--- config.mk ---
export PLATFORM = sky130hd
export DESIGN_NAME = fetch_queue
export DESIGN_NICKNAME = d
export VERILOG_FILES = /design/src/rtl/fetch_queue.sv
export SDC_FILE = /design/constraint.sdc
export NUM_CORES = 1
export LEC_CHECK = 0
export CELL_PAD_IN_SITES_DETAIL_PLACEMENT = 1
export CELL_PAD_IN_SITES_GLOBAL_PLACEMENT = 1
export CORE_MARGIN = 5
export CORE_UTILIZATION = 38
export DETAILED_ROUTE_END_ITERATION = 8
export PLACE_DENSITY = 0.79
export SLEW_MARGIN = 20
export SYNTH_ARGS = -nofsm -noshare
export SYNTH_HDL_FRONTEND = slang
export SYNTH_SLANG_ARGS = --single-unit
--- constraint.sdc ---
create_clock -name clk -period 5.6 [get_ports clk]
set_input_delay 1.12 -clock clk [delete_from_list [all_inputs] [get_ports clk]]
set_output_delay 1.12 -clock clk [all_outputs]
set_load 0.01 [all_outputs]
--- src/rtl/fetch_queue.sv ---
`default_nettype none
// ============================================================================
// fetch_queue : decoupled instruction fetch with a credit-limited {PC, Instr}
//               FIFO; redirects flush the queue and drop in-flight responses.
// Revision    : 1.0
// ============================================================================
module fetch_queue #(
  parameter int          DEPTH    = 4,
  parameter logic [31:0] RESET_PC = 32'h0000_0000
) (
  input  logic        clk,
  input  logic        reset,
  output logic        imem_req,
  output logic [31:0] imem_addr,
  input  logic        imem_ack,
  input  logic [31:0] imem_rdata,
  input  logic        redirect,
  input  logic [31:0] redirect_pc,
  output logic        instr_valid,
  input  logic        instr_ready,
  output logic [31:0] Instr,
  output logic [31:0] PC,
  output logic [31:0] PCPlus8
);

  localparam int c_ptr_w = $clog2(DEPTH);
  localparam int c_cnt_w = $clog2(DEPTH + 1);
  localparam logic [c_cnt_w:0]   c_depth_wide = (c_cnt_w + 1)'(DEPTH);
  localparam logic [c_cnt_w-1:0] c_depth      = c_cnt_w'(DEPTH);

  logic [31:0]          fetch_pc_q, fetch_pc_d;
  logic [31:0]          resp_pc_q, resp_pc_d;
  logic [c_ptr_w-1:0]   head_q, head_d;
  logic [c_ptr_w-1:0]   tail_q, tail_d;
  logic [c_cnt_w-1:0]   count_q, count_d;
  logic [c_cnt_w-1:0]   outstanding_q, outstanding_d;
  logic [c_cnt_w-1:0]   discard_q, discard_d;
  logic [31:0]          instr_mem_q [DEPTH];
  logic [31:0]          instr_mem_d [DEPTH];
  logic [31:0]          pc_mem_q [DEPTH];
  logic [31:0]          pc_mem_d [DEPTH];

  logic                 w_issue;
  logic                 w_push;
  logic                 w_pop;
  logic [c_cnt_w:0]     w_credit_used;
  logic [c_cnt_w-1:0]   w_outstanding_nxt;
  logic [31:0]          w_redirect_tgt;

  // Queued words plus in-flight requests never exceed DEPTH, so a push always has room.
  assign w_credit_used     = {1'b0, count_q} + {1'b0, outstanding_q};
  assign w_issue           = !reset && !redirect && (w_credit_used < c_depth_wide);
  assign w_outstanding_nxt = outstanding_q + c_cnt_w'(w_issue) - c_cnt_w'(imem_ack);
  assign w_push            = imem_ack && (discard_q == '0) && !redirect;
  assign w_pop             = instr_valid && instr_ready && !redirect;
  assign w_redirect_tgt    = {redirect_pc[31:2], 2'b00};

  assign imem_req    = w_issue;
  assign imem_addr   = reset ? RESET_PC : fetch_pc_q;
  assign instr_valid = !reset && (count_q != '0);
  assign Instr       = reset ? 32'h0 : instr_mem_q[head_q];
  assign PC          = reset ? 32'h0 : pc_mem_q[head_q];
  assign PCPlus8     = PC + 32'd8;

  always_comb begin
    fetch_pc_d    = fetch_pc_q;
    resp_pc_d     = resp_pc_q;
    head_d        = head_q;
    tail_d        = tail_q;
    count_d       = count_q;
    outstanding_d = w_outstanding_nxt;
    discard_d     = discard_q;
    instr_mem_d   = instr_mem_q;
    pc_mem_d      = pc_mem_q;

    if (redirect) begin
      // Everything still in flight, including a word acked this cycle, is stale.
      fetch_pc_d = w_redirect_tgt;
      resp_pc_d  = w_redirect_tgt;
      tail_d     = head_q;
      count_d    = '0;
      discard_d  = w_outstanding_nxt;
    end else begin
      if (w_issue) begin
        fetch_pc_d = fetch_pc_q + 32'd4;
      end
      if (imem_ack && (discard_q != '0)) begin
        discard_d = discard_q - c_cnt_w'(1);
      end
      if (w_push) begin
        instr_mem_d[tail_q] = imem_rdata;
        pc_mem_d[tail_q]    = resp_pc_q;
        resp_pc_d           = resp_pc_q + 32'd4;
        tail_d              = tail_q + c_ptr_w'(1);
      end
      if (w_pop) begin
        head_d = head_q + c_ptr_w'(1);
      end
      count_d = count_q + c_cnt_w'(w_push) - c_cnt_w'(w_pop);
    end
  end

  always_ff @(posedge clk) begin
    if (reset) begin
      fetch_pc_q    <= RESET_PC;
      resp_pc_q     <= RESET_PC;
      head_q        <= '0;
      tail_q        <= '0;
      count_q       <= '0;
      outstanding_q <= '0;
      discard_q     <= '0;
      for (int i = 0; i < DEPTH; i++) begin
        instr_mem_q[i] <= 32'h0;
        pc_mem_q[i]    <= 32'h0;
      end
    end else begin
      fetch_pc_q    <= fetch_pc_d;
      resp_pc_q     <= resp_pc_d;
      head_q        <= head_d;
      tail_q        <= tail_d;
      count_q       <= count_d;
      outstanding_q <= outstanding_d;
      discard_q     <= discard_d;
      instr_mem_q   <= instr_mem_d;
      pc_mem_q      <= pc_mem_d;
    end
  end

  a_no_overflow: assert property (@(posedge clk) disable iff (reset)
    !(w_push && (count_q == c_depth)));

endmodule
`default_nettype wire

---- Word level (Yosys, flattened, before mapping) ----
Cells that the tools add are included.
word-level totals
  register bits ........................... 333
  bits of input ports ..................... 69
  word-level logic and storage cells ...... 76
cells by class
  $add $sub $neg .......................... 11
  $lt $le $gt $ge ......................... 4
  mux-type cells .......................... 21
  bitwise logic cells ..................... 3
  reductions and logical operators ........ 20
operator list
  operator                                                     number
  two-way mux 32 bit                                           12
  bitwise mux 128 bit                                          2
  binary-select mux 32 bit (select 2 bit)                      2
  adder 32 x 3 -> 32 bit (second input constant)               2
  demux 32 bit (select 2 bit)                                  1
  adder 32 x 4 -> 32 bit (second input constant)               1
  logical AND 1 bit                                            9
  adder 3 x 1 -> 3 bit                                         2
  >= comparator 3 bit (second input constant)                  2
  two-way mux 3 bit                                            2
  inverter 2 -> 3 bit                                          2
  nonzero test 2 bit                                           3
  nonzero test 3 bit                                           2
  subtractor 3 x 1 -> 3 bit                                    2
  adder 2 x 1 -> 2 bit (second input constant)                 2
  adder 3 x 3 -> 4 bit                                         1
  less-than comparator 4 x 3 -> 1 bit (second input constant)  1
  two-way mux 2 bit                                            2
  AND reduction 2 bit                                          2
  logical NOT 3 bit                                            1
  less-than comparator 3 x 1 -> 1 bit (second input constant)  1
  subtractor 3 x 1 -> 3 bit (second input constant)            1
  logical NOT 1 bit                                            2
  OR reduction 2 bit                                           1
  inverter 1 bit                                               1

---- Depth between registers and ports, before layout ----
Gate-level depths: netlist of run 1.
  word-level depth ........................ 6
  mapped depth ............................ 12
  depth with buffers taken out ............ 12

---- Least setup slack after synthesis of run 1 ----
No wires, ideal clock.
  kind .................................... input port to output port
  start point ............................. input port reset
  end point ............................... output port PCPlus8[31]
  arrival time ............................ 3.823 ns
  data required time ...................... 4.480 ns
  slack ................................... 0.657 ns
  stages .................................. 12
  buffers on the path ..................... 4
  cell sequence ........................... clkbuf_1 -> clkbuf_1 -> clkbuf_1 -> buf_1 -> nor2b_1 -> ha_1 -> and2_1 -> a22o_1 -> and3_1 -> or4b_4 -> nor4b_4 -> xor2_1
between the ends
  longest elaborated chain between the ends .. 2
RTL lines
  what                    line  RTL
  start, declared         12    input logic reset,
  two-way mux 32 bit      62    assign PC = reset ? 32'h0 : pc_mem_q[head_q];
  named net PC[4]         22    output logic [31:0] PC,
  adder 32 x 4 -> 32 bit  63    assign PCPlus8 = PC + 32'd8;
  end, declared           23    output logic [31:0] PCPlus8
The timed path passes the listed nets, and every way through them passes these cells.

---- Worst setup path in the final report of run 1 ----
  start point ............................. register head_q[0]
  end point ............................... output port PCPlus8[31]
between the ends
  longest elaborated chain between the ends .. 6
RTL lines
  what                                                    line  RTL
  start, declared                                         33    logic [c_ptr_w-1:0] head_q, head_d;
  start signal, assigned                                  107   head_q <= '0;
  start signal, assigned                                  119   head_q <= head_d;
  inverter 2 -> 3 bit (not written as such)               62
  binary-select mux 32 bit (select 2 bit)                 62
  two-way mux 32 bit (not written as such) (2 in series)  62
  two-way mux 32 bit                                      62
  adder 32 x 4 -> 32 bit                                  63
No other way between the ends. The select of a mux whose other input is x is not followed.

==> impl_metrics.env, run 1 <==
export IMPL_max_slew_margin_rel_pct=35.5
export IMPL_antenna_found_initial=2
export IMPL_cts_resized=0
export IMPL_total_power_mw=5.52
export IMPL_synth_area_um2=15400
export IMPL_power_density_nw_per_um2=295
export IMPL_dp_cells=2502
export IMPL_synth_ff_type="dfxtp_1"
export IMPL_synth_edf_count=0
export IMPL_cts_hold_buf=0
export IMPL_synth_compound_area_share_pct=13.2
export IMPL_critPathLaunchType="flop"
export IMPL_setup_viol=0
export IMPL_overflow=0
export IMPL_cts_inserted_buffers=37
export IMPL_grt_use_total_pct=21.8
export IMPL_cts_buffer_depth=3
export IMPL_drc_errors=0
export IMPL_finalMaxSlewViolations=0
export IMPL_ios=199
export IMPL_synth_cells=1920
export IMPL_worst_pin_slew_ps=968
export IMPL_synth_adder_area_share_pct=1.48
export IMPL_die_area_um2=44700
export IMPL_cts_tree="yes"
export IMPL_rows=73
export IMPL_syn_to_final_growth_pct=21.2
export IMPL_crit_path_end_kind="primary output"
export IMPL_cts_root_buf="clkbuf_16"
export IMPL_postCtsSetupBuffers=0
export IMPL_synth_area_leader_cell="dfxtp_1"
export IMPL_max_cap_viol_count=0
export IMPL_drt_iter0_drc=752
export IMPL_nets=2102
export IMPL_yosysWarnings=0
export IMPL_fin_crit_sh_pct=94.5
export IMPL_cts_clk_slew_worst_paths_ps=50
export IMPL_gp_congestion=0.859
export IMPL_n_antenna_cell=0
export IMPL_portBuffers=190
export IMPL_clk_latency_ps=520
export IMPL_die_h_um=212
export IMPL_p_leak_nw=6.15
export IMPL_grt_setup_unrepaired="no"
export IMPL_path_cells="buf_4 -> mux2i_1 -> a2bb2oi_1 -> inv_1 -> ha_1 -> nor2b_1 -> a22o_1 -> and3_1 -> or4b_4 -> nor4b_4 -> xor2_1 -> clkdlybuf4s50_1"
export IMPL_grt_pass1_vias=14800
export IMPL_grt_pass1_wl_um=80000
export IMPL_synth_top_family_by_area="simple AND/OR/NAND/NOR gates"
export IMPL_first_pass_iters=5
export IMPL_async_flop_share_pct=0
export IMPL_clock_skew_ps=19.2
export IMPL_dieWidth_um=212
export IMPL_hold_path_class="reg2reg"
export IMPL_dpl_hpwl_um=32200
export IMPL_vias=14100
export IMPL_dp_slack_ps=458
export IMPL_layout_min_cycle_time_ps=5290
export IMPL_synth_area_top_cells="dfxtp_1 42%, nand2_1 14%, a21oi_1 9.3%"
export IMPL_crit_path_top_delay_cell="clkdlybuf4s50_1"
export IMPL_ys_top_cells_by_count="574 x nand2_1, 321 x dfxtp_1, 287 x a21oi_1"
export IMPL_critPathKind="reg2out"
export IMPL_slowest_delay_ps=570
export IMPL_synth_top_area_share_pct=41.6
export IMPL_wl_per_cell_um=19.7
export IMPL_synth_xor_area_share_pct=3.52
export IMPL_drive_gt1_share_pct=7.39
export IMPL_hold_viol_final=0
export IMPL_max_freq_mhz=189
export IMPL_synth_simple_area_share_pct=25.5
export IMPL_cts_sink_count=321
export IMPL_peakVddDrop_v=0.000221
export IMPL_netlist_cell_type_count=63
export IMPL_final_cells=2567
export IMPL_wirelength_um=50600
export IMPL_coreArea_um2=39900
export IMPL_yosysMostFrequentCell="nand2_1"
export IMPL_worstPathRequired_ps=4480
export IMPL_initial_utilization_pct=38.7
export IMPL_seq_area_frac_synth_pct=41.6
export IMPL_path_max_fanout=16
export IMPL_grt_max_degree=170
export IMPL_yosys_register_bits=321
export IMPL_postSynthAreaPerCell_um2=8.04
export IMPL_synthMuxAreaShare_pct=9.66
export IMPL_via_per_inst=5.49
export IMPL_cp_arrival_ps=4170
export IMPL_h_tree_depth=2
export IMPL_status="completed"
export IMPL_setup_slack_ps=311
export IMPL_antenna_left=0
export IMPL_setup_tns_ps=0
## layer usage
metal | GRT usage [%] | up-vias | wire [um]
li1 | - | 6647 | -
met1 | 27.0 | 7072 | 21300
met2 | 39.2 | 297 | 25400
met3 | 3.72 | 67 | 2690
met4 | 6.13 | 2 | 1250
met5 | 0 | - | 13
## state kept, by name, indices dropped and copies added (netlist names)
signal / cells
resp_pc_q: 30
pc_mem_q: 120
head_q: 2
outstanding_q: 3
instr_mem_q: 128
fetch_pc_q: 30
count_q: 3
tail_q: 2
discard_q: 3
## worst paths after layout
path	start	to	cells after the start	slack (ps)
worst max-delay path	head_q[0]	PCPlus8[31]	12	310
worst min-delay path	instr_mem_q[108]	instr_mem_q[108]	2	450
worst max register to register	resp_pc_q[2]	resp_pc_q[30]	7	2860
worst min register to register	instr_mem_q[108]	instr_mem_q[108]	2	450
## cells by family (layout without fill, tap and decap cells)
| logic type | Yosys count | in the layout |
|---|---|---|
| adder cells (fa/ha/maj) | 17 | 17 |
| multiplexers | 84 | 84 |
| flip-flops | 321 | 321 |
| XOR/XNOR | 62 | 62 |
| AND/OR/NAND/NOR | 880 | 880 |
| other | 1 | 6 |
| AO/OA/AOI/OAI | 372 | 372 |
| buffers and inverters | 183 | 300 |
## worst max-delay path, delay by kind of cell, from the launching register on
family / cells / cell delay (ps)
flip-flops: 1 / 510
XOR/XNOR: 1 / 170
multiplexers: 1 / 160
AND/OR/NAND/NOR: 4 / 1270
buffers and inverters: 3 / 1000
adder cells (fa/ha/maj): 1 / 200
AO/OA/AOI/OAI: 2 / 330
## layout make-up
class / instances / area (um^2)
clock buffers: 59 / 1100
clock inverters: 6 / 82.6
fillers: 4711 / 21200
inverters: 27 / 101
multi-input cells: 1421 / 8280
flip-flops and latches: 321 / 6430
well taps: 525 / 657
repair buffers: 208 / 2050
## layout by cell type, fill, tap and decap left out, drive strengths merged, types with 28 or more instances in the layout
| master | count |
|---|---|
| a21oi | 287 |
| nor2b | 80 |
| xnor2 | 36 |
| mux4 | 51 |
| dfxtp | 321 |
| clkdlybuf4s50 | 188 |
| clkbuf | 59 |
| nand2 | 574 |
| inv | 28 |
| nor2 | 77 |
| nand3 | 29 |
## power breakdown
| group | switching, mW | internal [mW] |
|---|---|---|
| Clock | 0.942 | 1.44 |
| Combinational | 0.394 | 0.284 |
| Sequential | 0.0929 | 2.37 |
## through the flow
stage / instance area (um^2) / hold slack [ps] / utilization, %
after floorplan: 15500 / 432 / -
after global placement: 17500 / 438 / 43.9
after detailed placement: 17500 / 447 / 43.9
after CTS: 18700 / 455 / 46.9
after global routing: 18700 / 470 / 46.9
final: 18700 / 453 / 46.9
No activity file was read; power rests on OpenSTA's default activity.
==> run 2, diff against run 1 <==
- CORE_MARGIN: 5 -> unset
==> impl_metrics.env, run 2 (synthesis gave the netlist of run 1 again) <==
export IMPL_drc_errors=0
export IMPL_grt_use_met1_pct=29.1
export IMPL_layout_commonest_cell="nand2_1"
export IMPL_path_max_fanout=40
export IMPL_layout_min_cycle_time_ps=5380
export IMPL_min_delay_start="pc_mem_q[91]"
export IMPL_cts_resized=0
export IMPL_use_met2_pct=42.5
export IMPL_critPathKind="reg2out"
export IMPL_grt_max_degree=183
export IMPL_final_cell_mix="570 x nand2_1, 319 x dfxtp_1, 287 x a21oi_1, 188 x clkdlybuf4s50_1, 80 x nor2b_1"
export IMPL_total_power_mw=5.53
export IMPL_hold_path_class="reg2reg"
export IMPL_pwr_share_seq_pct=44.6
export IMPL_grt_pass1_wl_um=79100
export IMPL_drt_iter0_drc=764
export IMPL_crit_reg2reg_launch="resp_pc_q[3]"
export IMPL_internal_power_mw=4.06
export IMPL_largest_reg_flops=128
export IMPL_drive_gt1_share_pct=7.55
export IMPL_cts_inserted_buffers=37
export IMPL_dpl_hpwl_um=31800
export IMPL_grt_use_met3_pct=3.13
export IMPL_die_area_um2=41400
export IMPL_layout_area_seq_um2=6430
export IMPL_setup_slack_ps=219
export IMPL_syn_to_final_growth_pct=21.2
export IMPL_portBuffers=190
export IMPL_worstPathRequired_ps=4480
export IMPL_status="completed"
export IMPL_finalMaxSlewViolations=0
export IMPL_rows=73
export IMPL_max_cap_viol_count=0
export IMPL_vias=14100
export IMPL_postCtsSetupBuffers=0
export IMPL_overflow=0
export IMPL_cts_hold_buf=0
export IMPL_antenna_found_initial=0
export IMPL_top_register="instr_mem_q"
export IMPL_max_slew_margin_rel_pct=37.9
export IMPL_cts_tree="yes"
export IMPL_wl_per_cell_um=19.5
export IMPL_antenna_left=0
export IMPL_die_h_um=204
export IMPL_peakVddDrop_v=0.000222
export IMPL_p_comb_share_pct=12.3
export IMPL_worst_pin_slew_ps=932
export IMPL_setup_tns_ps=0
export IMPL_holdWs_ps=452
export IMPL_reg_largest_list="instr_mem_q x128, pc_mem_q x120"
export IMPL_power_density_nw_per_um2=296
export IMPL_clk_latency_ps=530
export IMPL_cts_sink_count=321
export IMPL_critPathLaunchType="flop"
export IMPL_p_switching_mw=1.47
export IMPL_clock_skew_ps=13.9
export IMPL_gr_max_usage_layer="met2"
export IMPL_p_leak_nw=6.16
export IMPL_cts_root_buf="clkbuf_16"
export IMPL_via_per_inst=5.49
export IMPL_switching_share_pct=26.6
export IMPL_startpoint="head_q[1]"
export IMPL_clkPwrFrac_pct=43.2
export IMPL_cts_clk_slew_worst_paths_ps=60
export IMPL_cp_arrival_ps=4260
export IMPL_nets=2100
export IMPL_wirelength_um=50000
export IMPL_dieWidth_um=204
export IMPL_hold_viol_final=0
export IMPL_cts_buffer_depth=3
export IMPL_max_freq_mhz=186
export IMPL_first_pass_iters=5
export IMPL_initial_utilization_pct=38.7
export IMPL_grt_use_total_pct=23.9
export IMPL_gp_congestion=0.838
export IMPL_dp_slack_ps=401
export IMPL_grt_pass1_vias=14800
export IMPL_crit_path_end_kind="primary output"
export IMPL_coreArea_um2=39900
export IMPL_multiInputGateArea_um2=8280
export IMPL_dp_cells=2500
export IMPL_fin_crit_sh_pct=96.1
export IMPL_ios=199
export IMPL_grt_setup_unrepaired="no"
export IMPL_n_fill_cell=4775
export IMPL_setup_viol=0
export IMPL_final_cells=2566
export IMPL_h_tree_depth=2
## run 2: cell type report
type / count / area share [%]
inverters: 27 / 0.542
flip-flops and latches: 321 / 34.4
repair buffers: 206 / 10.9
clock inverters: 11 / 0.716
clock buffers: 54 / 5.61
multi-input cells: 1421 / 44.3
well taps: 525 / 3.51
diodes: 1 / 0.0134
## run 2: per-stage QoR
stage	cell area, um^2	util [%]
after global routing	18700	46.9
after detailed placement	17500	43.9
final	18700	46.9
after global placement	17500	43.9
after floorplan	15500	-
after CTS	18700	46.9
## run 2: metal layers
| metal | routed length (um) | part of all wire (%) | up-vias |
|---|---|---|---|
| li1 | - | - | 6647 |
| met4 | 1640 | 3.3 | 0 |
| met3 | 2180 | 4.4 | 83 |
| met1 | 21100 | 42 | 7037 |
| met5 | 0 | 0 | - |
| met2 | 25100 | 50 | 328 |
## run 2: power by group through the flow
stage	combinational, mW	clock [mW]	sequential, mW
after floorplan	0.433	0	2.47
after detailed placement	0.683	0	2.51
after CTS	0.686	2.43	2.46
final	0.681	2.39	2.47
after global placement	0.657	0	2.51
after global routing	0.748	2.52	2.48
## run 2: final timing paths
path	cells after the start	to	slack, ps
worst max-delay path	10	PCPlus8[31]	220
worst min-delay path	2	pc_mem_q[91]	450
worst max register to register	7	resp_pc_q[30]	2850
worst min register to register	2	pc_mem_q[91]	450
## run 2: worst max-delay path: stages (launching register included)
cell and delay (ps):
dfxtp_4 790, mux4_2 350, nor2b_1 180, ha_1 220
nor2b_1 150, a22o_1 160, and3_1 330, or4b_4 560
nor4b_4 240, xor2_1 180, clkdlybuf4s50_1 550
==> run 3, diff against run 2 <==
- CORE_ASPECT_RATIO: unset -> 0.8
==> impl_metrics.env, run 3 (synthesis gave the netlist of run 1 again) <==
export IMPL_status="completed"
export IMPL_overflow=0
export IMPL_slowest_delay_ps=630
export IMPL_hold_path_class="reg2reg"
export IMPL_top_register="instr_mem_q"
export IMPL_ios=199
export IMPL_total_power_mw=5.65
export IMPL_grt_pass1_vias=14700
export IMPL_syn_to_final_growth_pct=22.1
export IMPL_portBuffers=190
export IMPL_gp_congestion=0.789
export IMPL_via_per_inst=5.46
export IMPL_worstPathRequired_ps=4480
export IMPL_p_leak_nw=6.20
export IMPL_critical_path_top_delay_family="simple AND/OR/NAND/NOR gates"
export IMPL_setup_viol=0
export IMPL_postCtsSetupBuffers=0
export IMPL_max_slew_margin_rel_pct=32.7
export IMPL_wirelength_um=50700
export IMPL_drt_iter0_drc=841
export IMPL_finalMaxSlewViolations=0
export IMPL_vias=14100
export IMPL_crit_path_top_delay_cell="dfxtp_4"
export IMPL_first_pass_iters=5
export IMPL_cp_arrival_ps=4050
export IMPL_worst_pin_slew_ps=1000
export IMPL_fin_crit_sh_pct=92.4
export IMPL_rows=65
export IMPL_whs_path_depth=2
export IMPL_critPathLaunchType="flop"
export IMPL_final_cell_mix="570 x nand2_1, 319 x dfxtp_1, 287 x a21oi_1, 188 x clkdlybuf4s50_1, 80 x nor2b_1"
export IMPL_reg_largest_list="instr_mem_q x128, pc_mem_q x120"
export IMPL_nets=2111
export IMPL_grt_pass1_wl_um=80000
export IMPL_cts_root_buf="clkbuf_16"
export IMPL_power_density_nw_per_um2=300
export IMPL_cts_tree="yes"
export IMPL_die_area_um2=41400
export IMPL_critPathKind="reg2out"
export IMPL_drc_errors=0
export IMPL_path_max_fanout=25
export IMPL_place_area_um2=17600
export IMPL_cts_sink_count=321
export IMPL_worst_path_most_repeated_cell="nor2b_1"
export IMPL_clk_latency_ps=530
export IMPL_crit_cells=10
export IMPL_max_cap_viol_count=0
export IMPL_die_h_um=182
export IMPL_cts_buffer_depth=3
export IMPL_cp_buffers_inverters=1
export IMPL_dp_slack_ps=438
export IMPL_grt_setup_unrepaired="no"
export IMPL_grt_max_degree=81
export IMPL_cts_resized=0
export IMPL_r2r_setup_slack_ps=2570
export IMPL_n_fill_cell=4682
export IMPL_holdWs_ps=453
export IMPL_antenna_left=0
export IMPL_max_freq_mhz=193
export IMPL_drive_gt1_share_pct=8.25
export IMPL_dpl_hpwl_um=33500
export IMPL_final_cells=2586
export IMPL_wl_per_cell_um=19.6
export IMPL_clock_skew_ps=18.3
export IMPL_dieWidth_um=227
export IMPL_path_cells="mux4_2 -> nor2b_1 -> ha_1 -> nor2b_1 -> a22o_1 -> and3_1 -> or4b_4 -> nor4b_4 -> xor2_1 -> clkdlybuf4s50_1"
export IMPL_cts_inserted_buffers=36
export IMPL_h_tree_depth=2
export IMPL_dp_cells=2523
export IMPL_cts_hold_buf=0
export IMPL_rr_worst_depth=12
export IMPL_largest_reg_flops=128
export IMPL_stdcell_area_um2=18800
export IMPL_grt_use_total_pct=24.3
export IMPL_coreArea_um2=39800
export IMPL_peakVddDrop_v=0.000163
export IMPL_layout_commonest_cell="nand2_1"
export IMPL_setup_tns_ps=0
export IMPL_cts_clk_slew_worst_paths_ps=60
export IMPL_layout_min_cycle_time_ps=5170
export IMPL_antenna_found_initial=4
export IMPL_utilization_pct=47.4
export IMPL_initial_utilization_pct=38.8
export IMPL_setup_slack_ps=428
export IMPL_hold_viol_final=0
export IMPL_crit_path_end_kind="primary output"
[run 3: cell types whose count changed in the layout (fill, tap and decap cells not counted), moves of 2 or more]
cell and change:
nand2_2 +4, clkbuf_1 -6, nand2_4 -4, and2_2 +4
bufinv_16 +2, buf_4 +13, clkinv_2 -2, clkbuf_8 +5
and2_4 -4
[run 3: layout make-up]
class                   instances  area [um^2]  share of cell area [%]
clock inverters                 9          153                   0.810
well taps                     536          671                    3.56
flip-flops and latches        321         6430                    34.1
diodes                          1         2.50                  0.0133
repair buffers                218         2120                    11.3
multi-input cells            1421         8260                    43.8
inverters                      27          101                   0.538
clock buffers                  53         1100                    5.82
[run 3: path summary, 6_finish.rpt]
kind,startpoint,to
max,head_q[1],PCPlus8[31]
min,pc_mem_q[104],pc_mem_q[104]
max reg2reg,discard_q[0],count_q[2]
min reg2reg,pc_mem_q[104],pc_mem_q[104]
[run 3: per-layer routing]
metal  routed length (um)  vias up  share of wire [%]  global-route usage, %
met5                   17        -              0.034                      0
met4                  848        2                1.7                   5.61
met3                 2610       69                5.1                   3.72
met2                23600      342                 47                   39.5
met1                23600     7012                 47                   33.7
li1                     -     6682                  -                      -
[run 3: worst register-to-register path, delay by kind of cell, from the launching register on]
family,cells,cell delay (ps)
XOR/XNOR,2,340
adder cells (fa/ha/maj),4,1090
buffers and inverters,3,260
flip-flops,1,300
AND/OR/NAND/NOR,3,920
[run 3: power breakdown]
group          internal, mW  switching [mW]  total [mW]
Sequential             2.37          0.0957        2.47
Clock                  1.54           0.964        2.50
Combinational         0.286           0.396       0.682
